File: src/rtl/rst_seq_pkg.sv
// Shared definitions for the staged reset-release sequencer: state encoding and counter sizing.
// Latency: n/a (package). Backpressure: n/a.
package rst_seq_pkg;

    localparam logic [1:0] ST_INIT  = 2'd0;
    localparam logic [1:0] ST_STAGE = 2'd1;
    localparam logic [1:0] ST_DONE  = 2'd2;

    typedef enum logic [1:0] {
        S_INIT  = ST_INIT,
        S_STAGE = ST_STAGE,
        S_DONE  = ST_DONE
    } seq_state_t;

    // Wide enough to hold max(init_cyc, stage_cyc)-1 with one bit of headroom.
    function automatic int cnt_width(input int init_cyc, input int stage_cyc);
        int m;
        m = (init_cyc > stage_cyc) ? init_cyc : stage_cyc;
        return $clog2(m) + 1;
    endfunction

endpackage

File: src/rtl/seq_delay_cnt.sv
// Interval counter: counts enabled cycles up to tc, flags hit and wraps to 0; clr/load override.
// Latency: hit is combinational on the terminal cycle. Backpressure: en low freezes the count.
module seq_delay_cnt #(
    parameter int W = 6
) (
    input  logic         clk,
    input  logic         rst,
    input  logic         clr,
    input  logic         en,
    input  logic         load,
    input  logic [W-1:0] load_val,
    input  logic [W-1:0] tc,
    output logic [W-1:0] cnt,
    output logic         hit
);

    assign hit = en && (cnt == tc);

    always_ff @(posedge clk) begin
        if (rst || clr) begin
            cnt <= '0;
        end else if (load) begin
            cnt <= load_val;
        end else if (en) begin
            cnt <= hit ? '0 : cnt + W'(1);
        end
    end

endmodule

File: src/rtl/rst_release_seq.sv
// Staged enable release: INIT_CYC after reset, then one channel every STAGE_CYC cycles.
// Latency: ch_en_o[k] after INIT_CYC+k*STAGE_CYC edges. Backpressure: hold_i stretches intervals.
module rst_release_seq
    import rst_seq_pkg::*;
#(
    parameter int NUM_CH    = 4,
    parameter int INIT_CYC  = 32,
    parameter int STAGE_CYC = 16
) (
    input  logic              clk,
    input  logic              rst,
    input  logic              soft_rst_i,
    input  logic              hold_i,
    output logic [NUM_CH-1:0] ch_en_o,
    output logic              all_rdy_o,
    output logic              busy_o,
    output logic              seq_done_p
);

    localparam int CNT_W = cnt_width(INIT_CYC, STAGE_CYC);
    localparam int IDX_W = $clog2(NUM_CH) + 1;

    localparam logic [CNT_W-1:0] INIT_TC  = CNT_W'(INIT_CYC - 1);
    localparam logic [CNT_W-1:0] STAGE_TC = CNT_W'(STAGE_CYC - 1);
    localparam logic [IDX_W-1:0] LAST_IDX = IDX_W'(NUM_CH - 1);

    seq_state_t       state;
    logic [IDX_W-1:0] idx;
    logic [CNT_W-1:0] cnt;
    logic [CNT_W-1:0] tc;
    logic             cnt_en;
    logic             hit;

    // The counter idles in DONE so hold_i has no effect there.
    assign cnt_en = (state != S_DONE) && !hold_i;
    assign tc     = (state == S_INIT) ? INIT_TC : STAGE_TC;

    seq_delay_cnt #(
        .W (CNT_W)
    ) u_delay_cnt (
        .clk      (clk),
        .rst      (rst),
        .clr      (soft_rst_i),
        .en       (cnt_en),
        .load     (1'b0),
        .load_val ('0),
        .tc       (tc),
        .cnt      (cnt),
        .hit      (hit)
    );

    always_ff @(posedge clk) begin
        if (rst || soft_rst_i) begin
            state      <= S_INIT;
            idx        <= '0;
            ch_en_o    <= '0;
            all_rdy_o  <= 1'b0;
            busy_o     <= 1'b1;
            seq_done_p <= 1'b0;
        end else begin
            seq_done_p <= 1'b0;
            unique case (state)
                S_INIT: begin
                    if (hit) begin
                        ch_en_o[0] <= 1'b1;
                        idx        <= IDX_W'(1);
                        if (NUM_CH == 1) begin
                            state      <= S_DONE;
                            busy_o     <= 1'b0;
                            all_rdy_o  <= 1'b1;
                            seq_done_p <= 1'b1;
                        end else begin
                            state <= S_STAGE;
                        end
                    end
                end
                S_STAGE: begin
                    if (hit) begin
                        for (int i = 0; i < NUM_CH; i++) begin
                            if (idx == IDX_W'(i)) ch_en_o[i] <= 1'b1;
                        end
                        idx <= idx + IDX_W'(1);
                        if (idx == LAST_IDX) begin
                            state      <= S_DONE;
                            busy_o     <= 1'b0;
                            all_rdy_o  <= 1'b1;
                            seq_done_p <= 1'b1;
                        end
                    end
                end
                S_DONE: begin
                end
                default: state <= S_INIT;
            endcase
        end
    end

endmodule

File: config.mk
export PLATFORM = sky130hd
export DESIGN_NAME = rst_release_seq
export DESIGN_NICKNAME = d
export VERILOG_FILES = /design/src/rtl/rst_seq_pkg.sv /design/src/rtl/seq_delay_cnt.sv /design/src/rtl/rst_release_seq.sv
export SDC_FILE = /design/constraint.sdc
export NUM_CORES = 1
export LEC_CHECK = 0
export ABC_CLOCK_PERIOD_IN_PS = 2000
export BUFFER_PORTS_ARGS = -buffer_cell sky130_fd_sc_hd__buf_2
export CAP_MARGIN = 30
export CORE_AREA = 2 2 43 45
export CTS_BUF_LIST = sky130_fd_sc_hd__clkbuf_16
export DETAILED_ROUTE_END_ITERATION = 10
export DIE_AREA = 0 0 45 47
export GPL_ROUTABILITY_DRIVEN = 0
export PLACE_DENSITY = 0.74
export SETUP_SLACK_MARGIN = 0.1
export SYNTH_ARGS = -nofsm -noshare
export SYNTH_HDL_FRONTEND = slang
export SYNTH_SLANG_ARGS = --single-unit
export TNS_END_PERCENT = 1
File: constraint.sdc
create_clock -name clk -period 2 [get_ports clk]
set_input_delay 0.3 -clock clk [delete_from_list [all_inputs] [get_ports clk]]
set_output_delay 0.3 -clock clk [all_outputs]
set_load 0.01 [all_outputs]
==> impl_results.html, run 1 <==
<table>
<tr><th>Metric</th><th>Value</th></tr>
<tr><th colspan="2">Yosys</th></tr>
<tr><td>Number of nets produced by synthesis</td><td>roughly 110</td></tr>
<tr><td>Number of distinct standard cells referenced by the synthesized netlist</td><td>31</td></tr>
<tr><td>Top post-synthesis cells by count</td><td>dfxtp_1, nor2_1, nand2_1, a21oi_1</td></tr>
<tr><td>Dominant register cell in the synthesized netlist</td><td>dfxtp_1</td></tr>
<tr><td>Share of the synthesized area in the top cell type</td><td>0.3994</td></tr>
<tr><td>Dominant cells by area after synthesis</td><td>dfxtp_1, ha_1, nor2_1</td></tr>
<tr><td>Library cell with the highest instance count after synthesis</td><td>dfxtp_1</td></tr>
<tr><td>Cell count after synthesis</td><td>95</td></tr>
<tr><td>Async S/R FF share, synth</td><td>0</td></tr>
<tr><td>Post-synth EDFFs</td><td>0</td></tr>
<tr><td>Sequential-to-total area share from yosys stat</td><td>0.3994</td></tr>
<tr><td>Post-synth design cell area</td><td>about 850 µm²</td></tr>
<tr><td>Mean instance size in the synthesized netlist</td><td>8.969 µm²</td></tr>
<tr><td>Post-synthesis cell type with the largest combined area</td><td>dfxtp_1</td></tr>
<tr><td>Synthesis-stage register bit count</td><td>17</td></tr>
<tr><td>Yosys synthesis warning count</td><td>0</td></tr>
<tr><th colspan="2">Pwr</th></tr>
<tr><td>Cell area power density</td><td>~780 nW/µm²</td></tr>
<tr><td>Max rail drop VDD</td><td>a little over 0.0004 V</td></tr>
<tr><td>Lkg Pwr</td><td>0.3587 nW</td></tr>
<tr><th colspan="2">Finish</th></tr>
<tr><td>Utilization of the core after routing</td><td>0.5841</td></tr>
<tr><td>Share of layout cells above drive strength 1</td><td>0.1827</td></tr>
<tr><td>Post-layout net count</td><td>115</td></tr>
<tr><td>Area overhead of the layout relative to synthesis</td><td>13.22%</td></tr>
<tr><td>Antenna diode count</td><td>0</td></tr>
<tr><th colspan="2">Floorplanning</th></tr>
<tr><td>Starting density of the core</td><td>0.5159</td></tr>
<tr><td>Row Count</td><td>15</td></tr>
<tr><td>Core Footprint</td><td>approximately 1700 µm²</td></tr>
<tr><td>Die area</td><td>2115 µm²</td></tr>
<tr><td>Top-level I/O count</td><td>11</td></tr>
<tr><td>Die Span X</td><td>about 45 µm</td></tr>
<tr><td>Chip Height</td><td>47 µm</td></tr>
<tr><th colspan="2">Critical path</th></tr>
<tr><td>Kind of start point of the critical path</td><td>register</td></tr>
<tr><td>Arrival time of the worst setup path</td><td>~1.9 ns</td></tr>
<tr><td>Required time at the worst-slack endpoint</td><td>2.14 ns</td></tr>
<tr><td>Path type of the worst setup path</td><td>reg2reg</td></tr>
<tr><td>Crit Path Max Fanout</td><td>7</td></tr>
<tr><td>Endpoint type of the worst setup path</td><td>register</td></tr>
<tr><th colspan="2">Global routing</th></tr>
<tr><td>Number of global-route vias before repair</td><td>about 630</td></tr>
<tr><td>Final global-route overflow total</td><td>0</td></tr>
<tr><td>Global-route wire length before repair</td><td>~2500 µm</td></tr>
<tr><td>Global-route usage over all layers</td><td>0.1719</td></tr>
<tr><td>Antenna violations before repair</td><td>0</td></tr>
<tr><td>Pin count of the biggest net entering global routing</td><td>18</td></tr>
<tr><th colspan="2">Place</th></tr>
<tr><td>Port Buf Inserts</td><td>10</td></tr>
<tr><td>Worst setup slack before clock tree synthesis</td><td>0.2641 ns</td></tr>
<tr><td>Sum of net half-perimeters after detailed placement</td><td>1076 µm</td></tr>
<tr><th colspan="2">Detailed routing</th></tr>
<tr><td>First-pass DRT Iterations</td><td>4</td></tr>
<tr><td>Sum of routed wire length over all layers</td><td>between 1500 and 2000 µm</td></tr>
<tr><td>Routed wirelength normalized by instance count</td><td>around 13 µm</td></tr>
<tr><td>Drt drc</td><td>0</td></tr>
<tr><td>Remaining antenna violation count after routing</td><td>0</td></tr>
<tr><td>Iter 0 DRT Violations</td><td>5</td></tr>
<tr><td>Via count</td><td>around 680</td></tr>
<tr><td>Via/cell ratio</td><td>around 5.6</td></tr>
<tr><th colspan="2">Worst hold path</th></tr>
<tr><td>Hold Crit Class</td><td>in2reg</td></tr>
<tr><th colspan="2">STA</th></tr>
<tr><td>RSZ-0062 raised after global routing</td><td>no</td></tr>
<tr><td>Worst max-slew margin expressed relative to the limit</td><td>0.6747</td></tr>
<tr><td>Total Negative Setup Slacks</td><td>0 ns</td></tr>
<tr><td>Number of hold violations in the final report</td><td>0</td></tr>
<tr><td>Layout Skew</td><td>~0.0023 ns</td></tr>
<tr><td>Period Utilization, post-route</td><td>0.8891</td></tr>
<tr><td>Max Clock Freq</td><td>between 500 and 600 MHz</td></tr>
<tr><td>Final setup violation count</td><td>0</td></tr>
<tr><td>Fin crit period</td><td>1.778 ns</td></tr>
<tr><td>Worst-margin pin slew</td><td>0.4869 ns</td></tr>
<tr><td>Max Slew Vio Count</td><td>0</td></tr>
<tr><td>Fin worst setup slack</td><td>between 0.2 and 0.25 ns</td></tr>
<tr><th colspan="2">Clock tree</th></tr>
<tr><td>Clk sinks</td><td>17</td></tr>
<tr><td>CTS tree</td><td>done</td></tr>
<tr><td>Count of cells resized by post-cts repair</td><td>0</td></tr>
<tr><td>Maximum clock insertion buffer count</td><td>2</td></tr>
<tr><td>Clk Tree Root Cell</td><td>clkbuf_16</td></tr>
<tr><td>Clock-pin slew on the worst setup and hold paths</td><td>approximately 0.05 ns</td></tr>
<tr><td>Total CTS buffers</td><td>3</td></tr>
<tr><td>Hold Buf Count CTS</td><td>0</td></tr>
<tr><td>Worst skew pair latency</td><td>around 0.25 ns</td></tr>
<tr><td>CTS H-tree depth</td><td>1</td></tr>
<tr><td>Post-CTS Setup Inserts</td><td>0</td></tr>
<tr><th colspan="2">Status</th></tr>
<tr><td>Run status</td><td>finished clean</td></tr>
<tr><th colspan="2">Job</th></tr>
<tr><td>Max-cap violations</td><td>0</td></tr>
</table>
[sequential cells by signal, indices dropped and copies added, names as in the netlist]
signal / cells
idx: 3
state: 2
u_delay_cnt.cnt: 6
busy_o: 1
ch_en_o: 4
seq_done_p: 1
[worst max-delay path, stage by stage (launching register included)]
cell       delay (ns)
dfxtp_1          0.43
or3b_4           0.44
a2111oi_4        0.53
a31oi_1          0.15
o21a_1           0.12
[layer usage]
layer  track usage  routed length (µm)  share of wire
met1        0.1929                 703           0.46
met2        0.2800                 712           0.47
met3       0.03462                  43          0.028
met4        0.1471                  59          0.039
met5             0                   0              0
[final timing paths]
kind | startpoint | end | slack, ns | cells past startpoint
max | u_delay_cnt.cnt[4]$_SDFFE_PP0P_ | idx[0]$_SDFFE_PP0P_ | 0.22 | 4
min | rst | u_delay_cnt.cnt[0]$_SDFFE_PP0P_ | 0.38 | 4
max reg2reg | u_delay_cnt.cnt[4]$_SDFFE_PP0P_ | idx[0]$_SDFFE_PP0P_ | 0.22 | 4
min reg2reg | ch_en_o[3]$_SDFFE_PP0P_ | ch_en_o[3]$_SDFFE_PP0P_ | 0.45 | 2
[area by class of cell]
class / instances / area (µm²)
clock buffer: 3 / 75.07
clock inverter: 1 / 3.754
fill: 146 / 686.9
inverter: 6 / 22.52
multi-input combinational: 67 / 451.7
sequential: 17 / 340.3
tap: 17 / 21.27
timing repair buffer: 10 / 50.05
[cells in the final DEF (no fill, tap or decap)]
master,n
nor2_1,10
nand4_1,1
a21oi_1,7
a21o_2,1
o22ai_1,1
nand2_1,9
a2111oi_4,1
nand2b_1,1
or2_2,1
inv_1,7
o31ai_1,2
or3_1,1
a31oi_1,3
dfxtp_1,17
buf_2,10
o21bai_2,1
or3b_4,1
nor4_1,3
nor4b_1,1
xnor2_1,3
clkbuf_16,3
o21a_1,1
ha_1,6
nor3b_1,1
o21ai_0,2
a21o_1,1
or3_4,1
nor2b_1,1
nor3_1,5
nand4b_1,2
[kinds of logic after synthesis]
| kind of cell | synth area share |
|---|---|
| DFF | 0.3994 |
| adders and majority gates | 0.08810 |
| xor gates and xnor gates | 0.03084 |
| buffers and inverters | 0.07049 |
| AOI/OAI and AO/OA | 0.1733 |
| and+or+nand+nor | 0.2379 |
[report_power, final]
part	switching (mW)	internal [mW]
registers	0.00131	0.341
logic	0.0104	0.00607
clock network	0.128	0.265
total	0.139	0.612
[metrics by stage]
stage | hold slack, ns | cells | instance area (µm²) | total power, mW
final | 0.3771 | 121 | 964.7 | 0.7516
after global routing | 0.4212 | 121 | 964.7 | 0.7728
after CTS | 0.3758 | 121 | 964.7 | 0.7607
after detailed placement | 0.4481 | 117 | 885.9 | 0.3655
after global placement | 0.4318 | 117 | 885.9 | 0.3647
after floorplan | 0.4674 | 95 | 852.1 | 0.3595
No activity file was read; power rests on OpenSTA's default activity.
==> run 2: changes to the inputs <==
--- a/config.mk
+++ b/config.mk
@@ -5,7 +5,7 @@
 export SDC_FILE = /design/constraint.sdc
 export NUM_CORES = 1
 export LEC_CHECK = 0
-export ABC_CLOCK_PERIOD_IN_PS = 2000
+export ABC_CLOCK_PERIOD_IN_PS = 1800
 export BUFFER_PORTS_ARGS = -buffer_cell sky130_fd_sc_hd__buf_2
 export CAP_MARGIN = 30
 export CORE_AREA = 2 2 43 45
==> constraint.sdc (replaced) <==
create_clock -name clk -period 1.8 [get_ports clk]
set_input_delay 0.27 -clock clk [delete_from_list [all_inputs] [get_ports clk]]
set_output_delay 0.27 -clock clk [all_outputs]
set_load 0.01 [all_outputs]
==> impl_results.html, run 2 (same netlist as run 1, synthesis figures left out) <==
<table>
<tr><th>Metric</th><th>Value</th></tr>
<tr><th colspan="2">Status</th></tr>
<tr><td>Run status</td><td>finished clean</td></tr>
<tr><th colspan="2">Detailed routing</th></tr>
<tr><td>Routed wirelength normalized by instance count</td><td>12.47 µm (-0.68%)</td></tr>
<tr><td>Remaining antenna violation count after routing</td><td>0 (unchanged)</td></tr>
<tr><td>Iter 0 DRT Violations</td><td>16 (+11)</td></tr>
<tr><td>First-pass DRT Iterations</td><td>4 (unchanged)</td></tr>
<tr><td>Via count</td><td>692 (+1.3%)</td></tr>
<tr><td>Sum of routed wire length over all layers</td><td>1571 µm (+3.4%)</td></tr>
<tr><td>Via/cell ratio</td><td>5.492 (-2.7%)</td></tr>
<tr><td>Drt drc</td><td>0 (unchanged)</td></tr>
<tr><th colspan="2">Critical path</th></tr>
<tr><td>Required time at the worst-slack endpoint</td><td>1.95 ns (-0.19 ns)</td></tr>
<tr><td>Critical path depth</td><td>5 (+1)</td></tr>
<tr><td>FF-to-FF End</td><td>idx[1]$_SDFFE_PP0P_</td></tr>
<tr><td>Path type of the worst setup path</td><td>reg2reg</td></tr>
<tr><td>Arrival time of the worst setup path</td><td>1.74 ns (-0.18 ns)</td></tr>
<tr><td>Cell type of the slowest stage on the worst timing path</td><td>or3b_4</td></tr>
<tr><td>Reg-to-reg slack, setup</td><td>0.21 ns (about the same)</td></tr>
<tr><td>Kind of start point of the critical path</td><td>register</td></tr>
<tr><td>Buffering stage count on the worst path with inverters included</td><td>1 (+1)</td></tr>
<tr><td>Crit Path Max Fanout</td><td>5 (-2)</td></tr>
<tr><td>CP delay by family, top</td><td>simple AND/OR/NAND/NOR gates</td></tr>
<tr><td>Worst path max stage delay</td><td>0.41 ns (-0.12 ns)</td></tr>
<tr><td>Endpoint type of the worst setup path</td><td>register</td></tr>
<tr><td>Critical Path, Cell by Cell</td><td>or3b_4 -&gt; a2111oi_4 -&gt; buf_4 -&gt; nand4_1 -&gt; o31ai_1</td></tr>
<tr><td>Worst r2r src</td><td>u_delay_cnt.cnt[4]$_SDFFE_PP0P_</td></tr>
<tr><td>Worst Reg2Reg Path Length in Cells</td><td>5 (+1)</td></tr>
<tr><th colspan="2">Place</th></tr>
<tr><td>Port Buf Inserts</td><td>10 (unchanged)</td></tr>
<tr><td>Sum of net half-perimeters after detailed placement</td><td>1157 µm (+7.5%)</td></tr>
<tr><td>Post-Place Cell Area</td><td>915.9 µm² (+3.4%)</td></tr>
<tr><th colspan="2">Pwr</th></tr>
<tr><td>Lkg Pwr</td><td>0.3846 nW (+7.2%)</td></tr>
<tr><td>Total power consumption of the routed design</td><td>843.7 µW (+12%)</td></tr>
<tr><td>Max rail drop VDD</td><td>0.0007610 V (+85%)</td></tr>
<tr><td>Cell area power density</td><td>840.8 nW/µm² (+7.9%)</td></tr>
<tr><th colspan="2">STA</th></tr>
<tr><td>Final setup violation count</td><td>0 (unchanged)</td></tr>
<tr><td>RSZ-0062 raised after global routing</td><td>yes</td></tr>
<tr><td>Max Slew Vio Count</td><td>0 (unchanged)</td></tr>
<tr><td>Total Negative Setup Slacks</td><td>0 ns (unchanged)</td></tr>
<tr><td>Worst max-slew margin expressed relative to the limit</td><td>0.7333 (+0.05856)</td></tr>
<tr><td>Period Utilization, post-route</td><td>0.8833 (-0.005790)</td></tr>
<tr><td>Layout Skew</td><td>0.001833 ns (-0.0004466 ns)</td></tr>
<tr><td>Number of hold violations in the final report</td><td>0 (unchanged)</td></tr>
<tr><td>Max Clock Freq</td><td>629.0 MHz (+12%)</td></tr>
<tr><td>Worst-margin pin slew</td><td>0.3945 ns (-0.09239 ns)</td></tr>
<tr><td>Fin crit period</td><td>1.590 ns (-0.1882 ns)</td></tr>
<tr><th colspan="2">Floorplanning</th></tr>
<tr><td>Die area</td><td>2115 µm² (unchanged)</td></tr>
<tr><td>Row Count</td><td>15 (unchanged)</td></tr>
<tr><td>Die Span X</td><td>45 µm (unchanged)</td></tr>
<tr><td>Core Footprint</td><td>1652 µm² (unchanged)</td></tr>
<tr><td>Starting density of the core</td><td>0.5159 (unchanged)</td></tr>
<tr><td>Chip Height</td><td>47 µm (unchanged)</td></tr>
<tr><td>Top-level I/O count</td><td>11 (unchanged)</td></tr>
<tr><th colspan="2">Worst hold path</th></tr>
<tr><td>Hold Crit Class</td><td>in2reg</td></tr>
<tr><td>Instance count along the most critical hold path</td><td>4 (unchanged)</td></tr>
<tr><td>Worst-case hold path end point</td><td>u_delay_cnt.cnt[0]$_SDFFE_PP0P_</td></tr>
<tr><td>Origin of the worst min-delay path</td><td>rst</td></tr>
<tr><th colspan="2">Clock tree</th></tr>
<tr><td>Clk sinks</td><td>17 (unchanged)</td></tr>
<tr><td>CTS tree</td><td>done</td></tr>
<tr><td>Clock-pin slew on the worst setup and hold paths</td><td>0.05 ns (about the same)</td></tr>
<tr><td>CTS H-tree depth</td><td>1 (unchanged)</td></tr>
<tr><td>Clk Tree Root Cell</td><td>clkbuf_16</td></tr>
<tr><td>Count of cells resized by post-cts repair</td><td>0 (unchanged)</td></tr>
<tr><td>Hold Buf Count CTS</td><td>0 (unchanged)</td></tr>
<tr><td>Maximum clock insertion buffer count</td><td>2 (unchanged)</td></tr>
<tr><td>Total CTS buffers</td><td>3 (unchanged)</td></tr>
<tr><td>Worst skew pair latency</td><td>0.25 ns (about the same)</td></tr>
<tr><th colspan="2">Finish</th></tr>
<tr><td>Area of all placed cells without fillers</td><td>1003 µm² (+4.0%)</td></tr>
<tr><td>Flip-flop count of the largest register, all copies and words added</td><td>6 (unchanged)</td></tr>
<tr><td>Share of layout cells above drive strength 1</td><td>0.2294 (+0.04667)</td></tr>
<tr><td>Registers with the most flip-flops</td><td>u_delay_cnt.cnt x6, ch_en_o x4, idx x3</td></tr>
<tr><td>Antenna diode count</td><td>0 (unchanged)</td></tr>
<tr><td>Most common cell after layout, fill and taps aside</td><td>dfxtp_1</td></tr>
<tr><td>Post-layout net count</td><td>120 (+4.3%)</td></tr>
<tr><td>Highest-count cells in the layout ignoring fill and taps</td><td>dfxtp_1, nor2_1, buf_2, nand2_1, a21oi_1</td></tr>
<tr><td>Reg with most FFs</td><td>u_delay_cnt.cnt</td></tr>
<tr><td>Area overhead of the layout relative to synthesis</td><td>17.77%</td></tr>
<tr><th colspan="2">Global routing</th></tr>
<tr><td>Pin count of the biggest net entering global routing</td><td>18 (unchanged)</td></tr>
<tr><td>Number of global-route vias before repair</td><td>604 (-3.8%)</td></tr>
<tr><td>Global-route usage over all layers</td><td>0.1687 (-0.003213)</td></tr>
<tr><td>Antenna violations before repair</td><td>0 (unchanged)</td></tr>
<tr><td>Final global-route overflow total</td><td>0 (unchanged)</td></tr>
<tr><td>Global-route wire length before repair</td><td>2566 µm (+0.79%)</td></tr>
<tr><th colspan="2">Job</th></tr>
<tr><td>Max-cap violations</td><td>0 (unchanged)</td></tr>
</table>
[run 2: final cells by class]
class,count,area [µm²]
Fill cell,153,648.1
Multi-Input combinational cell,67,451.7
Sequential cell,17,340.3
Timing Repair Buffer,15,87.58
Clock buffer,3,75.07
Inverter,6,22.52
Tap cell,17,21.27
Clock inverter,1,5.005
[run 2: per-stage QoR]
stage | hold slack (ns) | std cells | setup WS, ns | utilization
6_report | 0.3508 | 126 | 0.2101 | 0.6076
5_1_grt | 0.3951 | 126 | 0.09954 | 0.6076
4_1_cts | 0.3497 | 125 | 0.1455 | 0.6030
3_5_place_dp | 0.4346 | 121 | 0.1636 | 0.5545
3_3_place_gp | 0.4303 | 121 | 0.2003 | 0.5545
2_1_floorplan | 0.4374 | 95 | 0.1754 | -
[run 2: timing repair]
item	4_1_cts	5_1_grt
buffers inserted	0	1
hold endpoints to repair	0	0
endpoints found under the setup margin	0	4
[run 2: worst max-delay path by stage]
stage	startpoint	to	slack, ns
4_1_cts	u_delay_cnt.cnt[0]$_SDFFE_PP0P_	idx[0]$_SDFFE_PP0P_	0.15
5_1_grt	u_delay_cnt.cnt[0]$_SDFFE_PP0P_	idx[1]$_SDFFE_PP0P_	0.1
3_5_place_dp	u_delay_cnt.cnt[0]$_SDFFE_PP0P_	idx[0]$_SDFFE_PP0P_	0.16
2_1_floorplan	state[0]$_SDFFE_PP0P_	idx[0]$_SDFFE_PP0P_	0.18
3_3_place_gp	u_delay_cnt.cnt[4]$_SDFFE_PP0P_	idx[0]$_SDFFE_PP0P_	0.20
6_report	u_delay_cnt.cnt[4]$_SDFFE_PP0P_	idx[1]$_SDFFE_PP0P_	0.21
[run 2: worst min-delay path, cell delays in order]
cell	delay [ns]
buf_2	0.08
nor2_1	0.06
nand2_1	0.07
o22ai_1	0.07
[run 2: per-layer routing]
metal  GRT usage  wire [µm]  vias up
met5           0          0        -
met4     0.09412         33        0
met3     0.03462         51        2
met2      0.2657        739       16
met1      0.2165        746      314
li1            -          -      360
[run 2: power breakdown]
part / switching [mW] / leakage (nW) / internal (mW)
registers: 0.00157 / 0.137 / 0.378
logic: 0.0116 / 0.207 / 0.00674
clock network: 0.148 / 0.0409 / 0.297
==> run 3: changes to the inputs <==
--- a/config.mk
+++ b/config.mk
@@ -8,14 +8,15 @@
 export ABC_CLOCK_PERIOD_IN_PS = 1800
 export BUFFER_PORTS_ARGS = -buffer_cell sky130_fd_sc_hd__buf_2
 export CAP_MARGIN = 30
-export CORE_AREA = 2 2 43 45
+export CORE_AREA = 2 2 44 46
 export CTS_BUF_LIST = sky130_fd_sc_hd__clkbuf_16
 export DETAILED_ROUTE_END_ITERATION = 10
-export DIE_AREA = 0 0 45 47
+export DIE_AREA = 0 0 46 48
 export GPL_ROUTABILITY_DRIVEN = 0
-export PLACE_DENSITY = 0.74
+export PLACE_DENSITY = 0.75
 export SETUP_SLACK_MARGIN = 0.1
 export SYNTH_ARGS = -nofsm -noshare
 export SYNTH_HDL_FRONTEND = slang
+export SYNTH_HIERARCHICAL = 1
 export SYNTH_SLANG_ARGS = --single-unit
 export TNS_END_PERCENT = 1
==> impl_results.html, run 3 <==
<table>
<tr><th>Metric</th><th>Value</th></tr>
<tr><th colspan="2">STA</th></tr>
<tr><td>Fin crit period</td><td>1.710 ns (+0.1204 ns)</td></tr>
<tr><td>Max Slew Vio Count</td><td>0 (unchanged)</td></tr>
<tr><td>Fin worst setup slack</td><td>0.08970 ns (-0.1204 ns)</td></tr>
<tr><td>RSZ-0062 raised after global routing</td><td>yes</td></tr>
<tr><td>Layout Skew</td><td>0.001977 ns (+0.0001443 ns)</td></tr>
<tr><td>Final setup violation count</td><td>0 (unchanged)</td></tr>
<tr><td>Total Negative Setup Slacks</td><td>0 ns (unchanged)</td></tr>
<tr><td>Number of hold violations in the final report</td><td>0 (unchanged)</td></tr>
<tr><td>Max Clock Freq</td><td>584.7 MHz (-7.0%)</td></tr>
<tr><td>Fin Hold WS</td><td>0.4432 ns (+0.09231 ns)</td></tr>
<tr><td>Period Utilization, post-route</td><td>0.9502 (+0.06690)</td></tr>
<tr><th colspan="2">Global routing</th></tr>
<tr><td>Global-route usage over all layers</td><td>0.2163 (+0.04763)</td></tr>
<tr><td>Pin count of the biggest net entering global routing</td><td>12 (-6)</td></tr>
<tr><td>Highest-utilization routing layer at the global route stage</td><td>met2</td></tr>
<tr><td>Number of global-route vias before repair</td><td>718 (+19%)</td></tr>
<tr><td>Met1 track demand over resource in global routing</td><td>0.2592 (+0.04270)</td></tr>
<tr><td>Antenna violations before repair</td><td>0 (unchanged)</td></tr>
<tr><td>GR met2 Demand/Resource</td><td>0.3528 (+0.08706)</td></tr>
<tr><td>Global-route wire length before repair</td><td>3194 µm (+24%)</td></tr>
<tr><td>Met3 track utilization from global routing</td><td>0.07925 (+0.04463)</td></tr>
<tr><td>Final global-route overflow total</td><td>0 (unchanged)</td></tr>
<tr><th colspan="2">Floorplanning</th></tr>
<tr><td>Core Footprint</td><td>1689 µm² (+2.3%)</td></tr>
<tr><td>Top-level I/O count</td><td>11 (unchanged)</td></tr>
<tr><td>Row Count</td><td>15 (unchanged)</td></tr>
<tr><td>Chip Height</td><td>48 µm (+2.1%)</td></tr>
<tr><td>Die Span X</td><td>46 µm (+2.2%)</td></tr>
<tr><td>Die area</td><td>2208 µm² (+4.4%)</td></tr>
<tr><td>Starting density of the core</td><td>0.5452 (+0.02928)</td></tr>
<tr><th colspan="2">Pwr</th></tr>
<tr><td>Proportion of power drawn by the clock network</td><td>0.494 (-0.034)</td></tr>
<tr><td>Total power consumption of the routed design</td><td>899.3 µW (+6.6%)</td></tr>
<tr><td>Cell area power density</td><td>763.8 nW/µm² (-9.2%)</td></tr>
<tr><td>Max rail drop VDD</td><td>0.0004731 V (-38%)</td></tr>
<tr><td>Part of the power in registers</td><td>0.431 (-0.019)</td></tr>
<tr><td>Net switching share of the total power</td><td>0.2158 (+0.02470)</td></tr>
<tr><td>Cell Int Power</td><td>705.3 µW (+3.3%)</td></tr>
<tr><td>Combinational power share</td><td>0.074 (+0.052)</td></tr>
<tr><td>Net switching power</td><td>194.0 µW (+20%)</td></tr>
<tr><td>Lkg Pwr</td><td>0.4746 nW (+23%)</td></tr>
<tr><th colspan="2">Critical path</th></tr>
<tr><td>Required time at the worst-slack endpoint</td><td>1.98 ns (+0.03 ns)</td></tr>
<tr><td>Critical Path, Cell by Cell</td><td>nor2_2 -&gt; xnor2_1 -&gt; nand4_1 -&gt; nor3_4 -&gt; nand2b_1 -&gt; or3_4 -&gt; a21oi_2</td></tr>
<tr><td>Path type of the worst setup path</td><td>reg2reg</td></tr>
<tr><td>Worst Reg2Reg Path Length in Cells</td><td>7 (+2)</td></tr>
<tr><td>Cell type of the slowest stage on the worst timing path</td><td>or3_4</td></tr>
<tr><td>Buffering stage count on the worst path with inverters included</td><td>0 (-1)</td></tr>
<tr><td>Kind of start point of the critical path</td><td>register</td></tr>
<tr><td>Endpoint type of the worst setup path</td><td>register</td></tr>
<tr><td>Arrival time of the worst setup path</td><td>1.89 ns (+0.15 ns)</td></tr>
<tr><td>Worst r2r src</td><td>state[0]$_SDFFE_PP0P_</td></tr>
<tr><td>Reg-to-reg slack, setup</td><td>0.09 ns (-0.12 ns)</td></tr>
<tr><td>Crit Path Max Fanout</td><td>6 (+1)</td></tr>
<tr><td>Worst path max stage delay</td><td>0.34 ns (-0.07 ns)</td></tr>
<tr><td>FF-to-FF End</td><td>idx[2]$_SDFFE_PP0P_</td></tr>
<tr><td>CP delay by family, top</td><td>simple AND/OR/NAND/NOR gates</td></tr>
<tr><th colspan="2">Detailed routing</th></tr>
<tr><td>Routed wirelength normalized by instance count</td><td>13.14 µm (+5.4%)</td></tr>
<tr><td>Drt drc</td><td>0 (unchanged)</td></tr>
<tr><td>Iter 0 DRT Violations</td><td>12 (-4)</td></tr>
<tr><td>Sum of routed wire length over all layers</td><td>1997 µm (+27%)</td></tr>
<tr><td>Via/cell ratio</td><td>5.164 (-6.0%)</td></tr>
<tr><td>Remaining antenna violation count after routing</td><td>0 (unchanged)</td></tr>
<tr><td>Via count</td><td>785 (+13%)</td></tr>
<tr><td>First-pass DRT Iterations</td><td>4 (unchanged)</td></tr>
<tr><th colspan="2">Yosys</th></tr>
<tr><td>Top post-synthesis cells by count</td><td>dfxtp_1, a21oi_1, inv_1, xnor2_1</td></tr>
<tr><td>Post-synthesis share of cell area spent on full adders, half adders and majority gates</td><td>0.08152 (-0.006584)</td></tr>
<tr><td>Yosys synthesis warning count</td><td>6 (+6)</td></tr>
<tr><td>Multiplexer fraction of the synthesized cell area</td><td>0 (unchanged)</td></tr>
<tr><td>Library cell with the highest instance count after synthesis</td><td>dfxtp_1</td></tr>
<tr><td>Parity-gate share of the synthesized area counting xor and xnor cells</td><td>0.09511 (+0.06427)</td></tr>
<tr><td>Combinational family with the most area after synthesis</td><td>simple AND/OR/NAND/NOR gates</td></tr>
<tr><td>Simple-gate area share of the yosys netlist</td><td>0.2228 (-0.01506)</td></tr>
<tr><td>Number of distinct standard cells referenced by the synthesized netlist</td><td>33 (+6.5%)</td></tr>
<tr><td>Post-synth design cell area</td><td>920.9 µm² (+8.1%)</td></tr>
<tr><td>Synthesis-stage register bit count</td><td>17 (unchanged)</td></tr>
<tr><td>Post-synthesis cell type with the largest combined area</td><td>dfxtp_1</td></tr>
<tr><td>Share of the synthesized area in the top cell type</td><td>0.3696 (-0.02985)</td></tr>
<tr><td>Dominant cells by area after synthesis</td><td>dfxtp_1, a21oi_1, ha_1</td></tr>
<tr><td>Cell count after synthesis</td><td>105 (+11%)</td></tr>
<tr><td>Mean instance size in the synthesized netlist</td><td>8.770 µm² (-2.2%)</td></tr>
<tr><td>Synthesized-area fraction occupied by ao, oa, aoi and oai cells</td><td>0.1549 (-0.01838)</td></tr>
<tr><td>Async S/R FF share, synth</td><td>0 (unchanged)</td></tr>
<tr><td>Sequential-to-total area share from yosys stat</td><td>0.3696 (-0.02985)</td></tr>
<tr><td>Dominant register cell in the synthesized netlist</td><td>dfxtp_1</td></tr>
<tr><td>Post-synth EDFFs</td><td>0 (unchanged)</td></tr>
<tr><th colspan="2">Clock tree</th></tr>
<tr><td>Maximum clock insertion buffer count</td><td>2 (unchanged)</td></tr>
<tr><td>Worst skew pair latency</td><td>0.25 ns (about the same)</td></tr>
<tr><td>CTS tree</td><td>done</td></tr>
<tr><td>Clk Tree Root Cell</td><td>clkbuf_16</td></tr>
<tr><td>Total CTS buffers</td><td>3 (unchanged)</td></tr>
<tr><td>Clock-pin slew on the worst setup and hold paths</td><td>0.05 ns (about the same)</td></tr>
<tr><td>Clk sinks</td><td>17 (unchanged)</td></tr>
<tr><td>CTS H-tree depth</td><td>1 (unchanged)</td></tr>
<tr><th colspan="2">Place</th></tr>
<tr><td>Post-Place Cell Area</td><td>1076 µm² (+17%)</td></tr>
<tr><td>Worst setup slack before clock tree synthesis</td><td>0.1126 ns (-0.05101 ns)</td></tr>
<tr><td>Sum of net half-perimeters after detailed placement</td><td>1321 µm (+14%)</td></tr>
<tr><td>Port Buf Inserts</td><td>10 (unchanged)</td></tr>
<tr><td>Total placed cells including tap cells</td><td>147 (+21%)</td></tr>
<tr><th colspan="2">Worst hold path</th></tr>
<tr><td>Instance count along the most critical hold path</td><td>3 (-1)</td></tr>
<tr><td>Origin of the worst min-delay path</td><td>rst</td></tr>
<tr><td>Hold Crit Class</td><td>in2reg</td></tr>
<tr><td>Worst-case hold path end point</td><td>ch_en_o[3]$_SDFFE_PP0P_</td></tr>
<tr><th colspan="2">Finish</th></tr>
<tr><td>Flip-flop count of the largest register, all copies and words added</td><td>6 (unchanged)</td></tr>
<tr><td>Reg with most FFs</td><td>u_delay_cnt/cnt</td></tr>
<tr><td>Area of all placed cells without fillers</td><td>1177 µm² (+17%)</td></tr>
<tr><td>Highest-count cells in the layout ignoring fill and taps</td><td>dfxtp_1, conb_1, a21oi_1, buf_2, inv_1</td></tr>
<tr><td>Utilization of the core after routing</td><td>0.6970 (+0.08946)</td></tr>
<tr><td>Area overhead of the layout relative to synthesis</td><td>27.85%</td></tr>
<tr><td>Most common cell after layout, fill and taps aside</td><td>dfxtp_1</td></tr>
<tr><td>Post-layout net count</td><td>146 (+22%)</td></tr>
<tr><td>Registers with the most flip-flops</td><td>u_delay_cnt/cnt x6, ch_en_o x4, idx x3</td></tr>
<tr><td>Share of layout cells above drive strength 1</td><td>0.2519 (+0.02249)</td></tr>
<tr><td>Filler Cell Count</td><td>136 (-11%)</td></tr>
<tr><td>Antenna diode count</td><td>0 (unchanged)</td></tr>
<tr><td>Post-layout instance count excluding filler cells</td><td>152 (+21%)</td></tr>
<tr><th colspan="2">Status</th></tr>
<tr><td>Run status</td><td>finished clean</td></tr>
<tr><th colspan="2">Job</th></tr>
<tr><td>Max-cap violations</td><td>0 (unchanged)</td></tr>
</table>
run 3: cell count changes in the layout (fill, tap and decap cells not counted), moves of 5 or more:
cell and change:
nor3_1 -5, nor2_1 -6, nand2_1 -5, conb_1 +15, nor3b_1 +5, o22ai_1 +5, a21oi_1 +6
run 3: worst register-to-register path: cells and delay by family (launching register included):
| kind | cells | cell delay (ns) |
|---|---|---|
| AND/OR/NAND/NOR | 5 | 1.06 |
| flip-flops | 1 | 0.32 |
| AO/OA/AOI/OAI | 1 | 0.14 |
| XOR/XNOR | 1 | 0.12 |
run 3: layout make-up:
class | count | area (µm²) | share of cell area
inverters | 8 | 30.03 | 0.02550
clock buffers | 3 | 75.07 | 0.06376
multi-input cells | 89 | 603.1 | 0.5122
flip-flops and latches | 17 | 341.6 | 0.2901
well taps | 17 | 21.27 | 0.01807
repair buffers | 17 | 102.6 | 0.08714
clock inverters | 1 | 3.754 | 0.003188
run 3: logic make-up (layout without fill, tap and decap cells):
logic type / after synthesis / after routing
AO/OA/AOI/OAI: 25 / 25
XOR/XNOR: 10 / 10
adder cells (fa/ha/maj): 6 / 6
buffers and inverters: 12 / 29
flip-flops: 17 / 17
other: 2 / 15
AND/OR/NAND/NOR: 33 / 33
run 3: timing repair:
item / CTS / global route
hold buffers: 0 / 0
endpoints found under the hold margin: 0 / 0
setup endpoints to repair: 1 / 5
setup buffers: 0 / 1
resized for setup: 0 / 5
pin swaps: 1 / 8
run 3: routing by layer:
metal | vias up | share of wire
met3 | 3 | 0.066
met1 | 353 | 0.46
met5 | - | 0
met2 | 24 | 0.46
li1 | 405 | -
met4 | 0 | 0.012
run 3: worst max path at each step:
stage / start / endpoint / slack (ns) / cells past startpoint
floorplan: state[1]$_SDFFE_PP0P_ / idx[2]$_SDFFE_PP0P_ / 0.11 / 7
global placement: state[0]$_SDFFE_PP0P_ / idx[2]$_SDFFE_PP0P_ / 0.19 / 7
detailed placement: state[0]$_SDFFE_PP0P_ / idx[2]$_SDFFE_PP0P_ / 0.11 / 7
CTS: state[0]$_SDFFE_PP0P_ / idx[2]$_SDFFE_PP0P_ / 0.13 / 7
global route: state[0]$_SDFFE_PP0P_ / idx[2]$_SDFFE_PP0P_ / -0.03 / 7
finish: state[0]$_SDFFE_PP0P_ / idx[2]$_SDFFE_PP0P_ / 0.09 / 7
run 3: power groups by stage:
stage / sequential, mW / combinational (mW) / clock (mW)
3_3_place_gp: 0.395 / 0.0623 / 0
3_5_place_dp: 0.395 / 0.0641 / 0
2_1_floorplan: 0.395 / 0.0513 / 0
4_1_cts: 0.387 / 0.0652 / 0.456
6_report: 0.388 / 0.0670 / 0.445
5_1_grt: 0.388 / 0.0753 / 0.468
